### src/rtl/intersection_pkg.sv
// ----------------------------------------------------------------------------
// intersection_pkg
// Shared types and default timing for the intersection controller.
//   state_t     : phase encoding, also driven out on the phase port
//   lamps_t     : packed lamp vector {ns_r,ns_y,ns_g,ew_r,ew_y,ew_g,walk}
//   lamp_decode : state -> lamp pattern
// Optional feature macro: INTERSECTION_PED_EN (WALK state, used by the top).
// ----------------------------------------------------------------------------
package intersection_pkg;

   typedef enum logic [2:0] {
      AR_NS = 3'd0,
      NS_G  = 3'd1,
      NS_Y  = 3'd2,
      AR_EW = 3'd3,
      EW_G  = 3'd4,
      EW_Y  = 3'd5,
      WALK  = 3'd6
   } state_t;

   localparam int DEF_CNT_W     = 6;
   localparam int DEF_GREEN_T   = 12;
   localparam int DEF_YELLOW_T  = 5;
   localparam int DEF_ALLRED_T  = 2;
   localparam int DEF_MIN_GREEN = 4;
   localparam int DEF_WALK_T    = 6;

   typedef struct packed {
      logic ns_r;
      logic ns_y;
      logic ns_g;
      logic ew_r;
      logic ew_y;
      logic ew_g;
      logic walk;
   } lamps_t;

   // Both reds are the safe default; each G/Y state replaces its own red.
   function automatic lamps_t lamp_decode(input state_t s);
      lamps_t l;
      l      = '0;
      l.ns_r = 1'b1;
      l.ew_r = 1'b1;
      case (s)
         NS_G: begin
            l.ns_r = 1'b0;
            l.ns_g = 1'b1;
         end
         NS_Y: begin
            l.ns_r = 1'b0;
            l.ns_y = 1'b1;
         end
         EW_G: begin
            l.ew_r = 1'b0;
            l.ew_g = 1'b1;
         end
         EW_Y: begin
            l.ew_r = 1'b0;
            l.ew_y = 1'b1;
         end
         WALK:    l.walk = 1'b1;
         default: ;
      endcase
      return l;
   endfunction

endpackage

### src/rtl/intersection_phase_timer.sv
// ----------------------------------------------------------------------------
// phase_timer
// Up-counter measuring time spent in the current phase.
//   clk, rst_n : clock, async active-low reset
//   i_clear    : next edge loads 0 (phase change)
//   i_term     : terminal count for the current phase (duration - 1)
//   o_count    : cycles elapsed in the phase, 0-based
//   o_done     : o_count has reached i_term
// ----------------------------------------------------------------------------
module phase_timer #(
   parameter int CNT_W = 6
) (
   input  logic             clk,
   input  logic             rst_n,
   input  logic             i_clear,
   input  logic [CNT_W-1:0] i_term,
   output logic [CNT_W-1:0] o_count,
   output logic             o_done
);

   logic [CNT_W-1:0] r_count;

   always_ff @(posedge clk or negedge rst_n) begin
      if (!rst_n) begin
         r_count <= '0;
      end else if (i_clear) begin
         r_count <= '0;
      end else begin
         r_count <= r_count + CNT_W'(1);
      end
   end

   assign o_count = r_count;
   assign o_done  = (r_count == i_term);

endmodule

### src/rtl/intersection_ctrl.sv
// ----------------------------------------------------------------------------
// intersection_ctrl
// Two-way traffic light controller with request-driven green truncation.
//   clk, rst_n             : clock, async active-low reset
//   req_ns, req_ew         : service requests, sampled every cycle
//   ped_req                : pedestrian request (only with INTERSECTION_PED_EN)
//   ns_r/y/g, ew_r/y/g     : lamp drives
//   walk                   : pedestrian walk lamp
//   phase                  : current state encoding
// Optional feature macro: INTERSECTION_PED_EN adds the WALK phase after EW_Y.
//
// state | meaning
// AR_NS | all red, clearing before NS green
// NS_G  | NS green, truncatable by a pending EW request after MIN_GREEN
// NS_Y  | NS yellow
// AR_EW | all red, clearing before EW green
// EW_G  | EW green, truncatable by a pending NS request after MIN_GREEN
// EW_Y  | EW yellow, goes to WALK if a pedestrian is pending
// WALK  | all red, walk lamp lit (pedestrian build only)
// ----------------------------------------------------------------------------
module intersection_ctrl
   import intersection_pkg::*;
#(
   parameter int CNT_W     = DEF_CNT_W,
   parameter int GREEN_T   = DEF_GREEN_T,
   parameter int YELLOW_T  = DEF_YELLOW_T,
   parameter int ALLRED_T  = DEF_ALLRED_T,
   parameter int MIN_GREEN = DEF_MIN_GREEN,
   parameter int WALK_T    = DEF_WALK_T
) (
   input  logic       clk,
   input  logic       rst_n,
   input  logic       req_ns,
   input  logic       req_ew,
   input  logic       ped_req,
   output logic       ns_r,
   output logic       ns_y,
   output logic       ns_g,
   output logic       ew_r,
   output logic       ew_y,
   output logic       ew_g,
   output logic       walk,
   output logic [2:0] phase
);

   localparam int L_MAX = 1 << CNT_W;

   if (MIN_GREEN < 1 || MIN_GREEN > GREEN_T) begin : g_bad_min_green
      $error("intersection_ctrl: MIN_GREEN must be in 1..GREEN_T");
   end
   if (GREEN_T < 1 || YELLOW_T < 1 || ALLRED_T < 1 || WALK_T < 1) begin : g_bad_dur_min
      $error("intersection_ctrl: every duration must be at least 1");
   end
   if (GREEN_T > L_MAX || YELLOW_T > L_MAX || ALLRED_T > L_MAX || WALK_T > L_MAX)
   begin : g_bad_dur_max
      $error("intersection_ctrl: a duration does not fit the CNT_W counter");
   end

   localparam logic [CNT_W-1:0] L_TERM_G   = CNT_W'(GREEN_T - 1);
   localparam logic [CNT_W-1:0] L_TERM_Y   = CNT_W'(YELLOW_T - 1);
   localparam logic [CNT_W-1:0] L_TERM_AR  = CNT_W'(ALLRED_T - 1);
   localparam logic [CNT_W-1:0] L_TERM_MIN = CNT_W'(MIN_GREEN - 1);
`ifdef INTERSECTION_PED_EN
   localparam logic [CNT_W-1:0] L_TERM_W   = CNT_W'(WALK_T - 1);
`endif

   state_t           r_state;
   state_t           w_state_nxt;
   lamps_t           r_lamps;
   logic             r_pend_ns;
   logic             r_pend_ew;
   logic             w_pend_ns_nxt;
   logic             w_pend_ew_nxt;
   logic [CNT_W-1:0] w_term;
   logic [CNT_W-1:0] w_count;
   logic             w_done;
   logic             w_min_ok;
   logic             w_want_ns;
   logic             w_want_ew;
`ifdef INTERSECTION_PED_EN
   logic             r_pend_ped;
   logic             w_pend_ped_nxt;
`else
   logic             w_unused_ped;
`endif

   phase_timer #(
      .CNT_W (CNT_W)
   ) u_timer (
      .clk     (clk),
      .rst_n   (rst_n),
      .i_clear (w_state_nxt != r_state),
      .i_term  (w_term),
      .o_count (w_count),
      .o_done  (w_done)
   );

   always_comb begin
      w_term = L_TERM_AR;
      case (r_state)
         NS_G, EW_G: w_term = L_TERM_G;
         NS_Y, EW_Y: w_term = L_TERM_Y;
`ifdef INTERSECTION_PED_EN
         WALK:       w_term = L_TERM_W;
`endif
         default:    w_term = L_TERM_AR;
      endcase
   end

   // A request arriving this cycle counts as pending, so a request seen at
   // or past the minimum green ends the green on the very next edge.
   assign w_min_ok  = (w_count >= L_TERM_MIN);
   assign w_want_ns = r_pend_ns | req_ns;
   assign w_want_ew = r_pend_ew | req_ew;

   always_comb begin
      w_state_nxt = r_state;
      case (r_state)
         AR_NS: if (w_done) w_state_nxt = NS_G;
         NS_G:  if (w_done || (w_want_ew && w_min_ok)) w_state_nxt = NS_Y;
         NS_Y:  if (w_done) w_state_nxt = AR_EW;
         AR_EW: if (w_done) w_state_nxt = EW_G;
         EW_G:  if (w_done || (w_want_ns && w_min_ok)) w_state_nxt = EW_Y;
`ifdef INTERSECTION_PED_EN
         EW_Y:  if (w_done) w_state_nxt = r_pend_ped ? WALK : AR_NS;
         WALK:  if (w_done) w_state_nxt = AR_NS;
`else
         EW_Y:  if (w_done) w_state_nxt = AR_NS;
`endif
         default: w_state_nxt = AR_NS;
      endcase
   end

   // Entering green clears that direction's flag; a same-cycle request
   // survives the clear. While green, the own-direction request is ignored.
   always_comb begin
      w_pend_ns_nxt = r_pend_ns;
      if (r_state != NS_G) begin
         w_pend_ns_nxt = (w_state_nxt == NS_G) ? req_ns : (r_pend_ns | req_ns);
      end
      w_pend_ew_nxt = r_pend_ew;
      if (r_state != EW_G) begin
         w_pend_ew_nxt = (w_state_nxt == EW_G) ? req_ew : (r_pend_ew | req_ew);
      end
   end

`ifdef INTERSECTION_PED_EN
   always_comb begin
      w_pend_ped_nxt = r_pend_ped | ped_req;
      if (r_state != WALK && w_state_nxt == WALK) begin
         w_pend_ped_nxt = ped_req;
      end
   end
`endif

   always_ff @(posedge clk or negedge rst_n) begin
      if (!rst_n) begin
         r_state    <= AR_NS;
         r_lamps    <= lamp_decode(AR_NS);
         r_pend_ns  <= 1'b0;
         r_pend_ew  <= 1'b0;
`ifdef INTERSECTION_PED_EN
         r_pend_ped <= 1'b0;
`endif
      end else begin
         r_state    <= w_state_nxt;
         // Decoding the next state keeps the lamps aligned with r_state.
         r_lamps    <= lamp_decode(w_state_nxt);
         r_pend_ns  <= w_pend_ns_nxt;
         r_pend_ew  <= w_pend_ew_nxt;
`ifdef INTERSECTION_PED_EN
         r_pend_ped <= w_pend_ped_nxt;
`endif
      end
   end

   assign ns_r  = r_lamps.ns_r;
   assign ns_y  = r_lamps.ns_y;
   assign ns_g  = r_lamps.ns_g;
   assign ew_r  = r_lamps.ew_r;
   assign ew_y  = r_lamps.ew_y;
   assign ew_g  = r_lamps.ew_g;
   assign phase = r_state;
`ifdef INTERSECTION_PED_EN
   assign walk  = r_lamps.walk;
`else
   assign walk         = 1'b0;
   assign w_unused_ped = ^{ped_req, r_lamps.walk};
`endif

endmodule

### config.mk
export PLATFORM = sky130hd
export DESIGN_NAME = intersection_ctrl
export DESIGN_NICKNAME = d
export VERILOG_FILES = /design/src/rtl/intersection_pkg.sv /design/src/rtl/intersection_phase_timer.sv /design/src/rtl/intersection_ctrl.sv
export SDC_FILE = /design/constraint.sdc
export NUM_CORES = 1
export LEC_CHECK = 0
export ABC_AREA = 1
export BUFFER_PORTS_ARGS = -buffer_cell sky130_fd_sc_hd__buf_2
export CORE_MARGIN = 1
export CORE_UTILIZATION = 32
export DETAILED_ROUTE_END_ITERATION = 16
export HOLD_SLACK_MARGIN = 0.02
export PLACE_DENSITY = 0.49
export SKIP_CTS_REPAIR_TIMING = 1
export SLEW_MARGIN = 20
export SYNTH_ARGS = -nofsm -noshare
export SYNTH_HDL_FRONTEND = slang
export SYNTH_SLANG_ARGS = --single-unit
### constraint.sdc
create_clock -name clk -period 4.25 [get_ports clk]
set_clock_uncertainty 0.2 [all_clocks]
set_input_delay 0.6375 -clock clk [delete_from_list [all_inputs] [get_ports clk]]
set_output_delay 0.6375 -clock clk [all_outputs]
set_load 0.005 [all_outputs]
==> impl_metrics.tcl <==
set metrics [dict create \
    cpMostUsedCell "nand2_1" \
    p_total_uw 884 \
    path_delay_family "simple AND/OR/NAND/NOR gates" \
    root_buffer "clkbuf_4" \
    cts_buffer_depth 2 \
    postRouteAntennaNets 0 \
    sw_frac_of_total_pct 50.0 \
    die-width_um 59.3 \
    hpwl_um 1620 \
    seqPwrFrac_pct 31.2 \
    start_util_pct 34.1 \
    cp_slowest_stage_delay_ps 520 \
    drive_gt1_share_pct 30.4 \
    crit_type "flip-flop to flip-flop" \
    startpoint "phase[0]" \
    route.detailed.drc 0 \
    synthCells 135 \
    overflow 0 \
    worstReg2RegStart "phase[0]" \
    comb_power_share_pct 59.0 \
    grt_util_all_layers_pct 13.6 \
    endpoint_kind "flip-flop" \
    p_clk_share_pct 9.9 \
    fmax_mhz 490 \
    syn_to_final_growth_pct 11.3 \
    cap_violations 0 \
    avgSynthCellArea_sq_um 7.79 \
    grt_max_degree 18 \
    p_int_uw 442 \
    dr.pass1.iters 4 \
    die_y_um 59.3 \
    final_nets 155 \
    yosysSeqAreaShare_pct 40.7 \
    ios 15 \
    fp.coreArea_sq_um 3080 \
    wl_um 2070 \
    regToRegSetupSlack_ps 2210 \
    reg2regPathDepth 10 \
    p_per_area_nw_per_um2 755 \
    netSwitchingPower_uw 442 \
    crit_end "u_timer.o_count[0]" \
    cts_made_buffers 3 \
    path_cells "nor2_2 -> nand2_1 -> nand3_1 -> nand2_1 -> nor2_1 -> nand3_1 -> nand2_1 -> nand2_1 -> nand2_4 -> nor2_2" \
    grt_pass1_vias 787 \
    core.rowCount 20 \
    drt_iter0_drc 39 \
    antenna_found_initial 0 \
    grt_setup_unrepaired "no" \
    netlist_top_cells_area "dfrtp_1 (36%), nand2_1 (11%), inv_1 (5.4%)" \
    setup_viol 0 \
    crit_fanout 9 \
    synth_area_sq_um 1050 \
    port_buffers 12 \
    gp_congestion 0.758 \
    grt_pass1_wl_um 3560 \
    largest_register_ffs 6 \
    ir_worst_vdd_mv 0.261 \
    hold_viol_final 0 \
    worst-path-buf-inv 0 \
    period_needed_ps 2040 \
    via_per_inst 4.42 \
    htreeDepth 1 \
    dieArea_sq_um 3520 \
    synth_top_cell_by_area "dfrtp_1" \
    place_area_sq_um 1140 \
    insertion_delay_ps 290 \
    antenna_cells 0 \
    status "finished clean" \
    cp.arrival_ps 2030 \
    synth-main-ff-cell "dfrtp_1" \
    min_path_type "primary input to asynchronous set/reset pin" \
    leakagePower_uw 0.000662 \
    whs_ps 50.9 \
    r2r_end "u_timer.o_count[0]" \
    synth_cell_types 25 \
    yosysWarnings 0 \
    clk_pin_slew_ps 100 \
    postLayoutCellArea_sq_um 1170 \
    synth_nets 141 \
    post_synth_most_frequent_cells "nand2_1 (32), dfrtp_1 (15), inv_1 (15)" \
    cp.required_ps 4240 \
    cp-start-kind "flip-flop" \
    async_flop_share_pct 100 \
    synth_edf_count 0 \
    fin_crit_sh_pct 48.0 \
    num_vias 849 \
    cts_tree "yes" \
    clock-sinks 17 \
    yosys.area.top_type_share_pct 35.7 \
    synth-seq-cells 17 \
    drv_slew 0 \
    cpMaxStageDelayCell "dfrtp_1" \
    setup_tns_ps 0 \
    synth_most_common_cell "nand2_1" \
    wl_per_cell_um 10.8 \
    critical_path_depth 10 \
]
==> cell usage in the layout (no fill, tap or decap), drive strengths merged <==
cell type / instances
a21oi: 5
buf: 12
clkbuf: 3
clkinv: 2
conb: 1
dfrtp: 15
dfstp: 2
ha: 1
inv: 19
nand2: 40
nand3: 14
nand4: 4
nor2: 20
nor3: 1
o21ai: 5
xnor2: 1
xor2: 3
==> worst min-delay path by stage <==
stage               cells past startpoint            endpoint      start
floorplan                               0                ew_g      rst_n
global placement                        2           r_pend_ns  r_pend_ns
detailed placement                      2           r_pend_ns  r_pend_ns
CTS                                     1  u_timer.o_count[3]      rst_n
global route                            1  u_timer.o_count[3]      rst_n
finish                                  1                ew_g      rst_n
==> layout make-up <==
| type | instances | area (sq um) |
|---|---|---|
| fillers | 320 | 1910 |
| multi-input cells | 95 | 523 |
| flip-flops and latches | 17 | 428 |
| inverters | 20 | 76.3 |
| repair buffers | 12 | 60.1 |
| well taps | 44 | 55.1 |
| clock buffers | 3 | 22.5 |
| clock inverters | 1 | 5.00 |
==> per-stage QoR <==
stage	std cells	utilization, %	setup slack [ps]
finish	192	38.0	2210
global route	192	38.0	1970
CTS	192	38.0	2200
detailed placement	188	37.1	2210
floorplan	135	-	2470
global placement	188	37.1	2190
==> cell families after synthesis <==
group / after synthesis / share of synthesized area [%]
AND/OR/NAND/NOR: 79 / 39.0
adder cells (fa/ha/maj): 1 / 1.19
XOR/XNOR: 4 / 3.33
flip-flops: 17 / 40.7
AO/OA/AOI/OAI: 10 / 5.83
buffers and inverters: 23 / 9.52
other: 1 / 0.357
==> power groups by stage <==
| stage | clock [uW] | combinational [uW] | sequential, uW |
|---|---|---|---|
| global route | 98.4 | 604 | 284 |
| floorplan | 0 | 435 | 262 |
| finish | 87.1 | 521 | 276 |
| detailed placement | 0 | 528 | 279 |
| CTS | 91.8 | 531 | 276 |
| global placement | 0 | 526 | 280 |
==> metal layers <==
layer,track usage [%],part of all wire (%),up-vias
met2,20.2,44,18
met5,0,0,-
met1,19.4,50,378
met3,3.28,4.7,4
li1,-,-,449
met4,4.42,1.6,0
(Power assumes the default switching activity.)
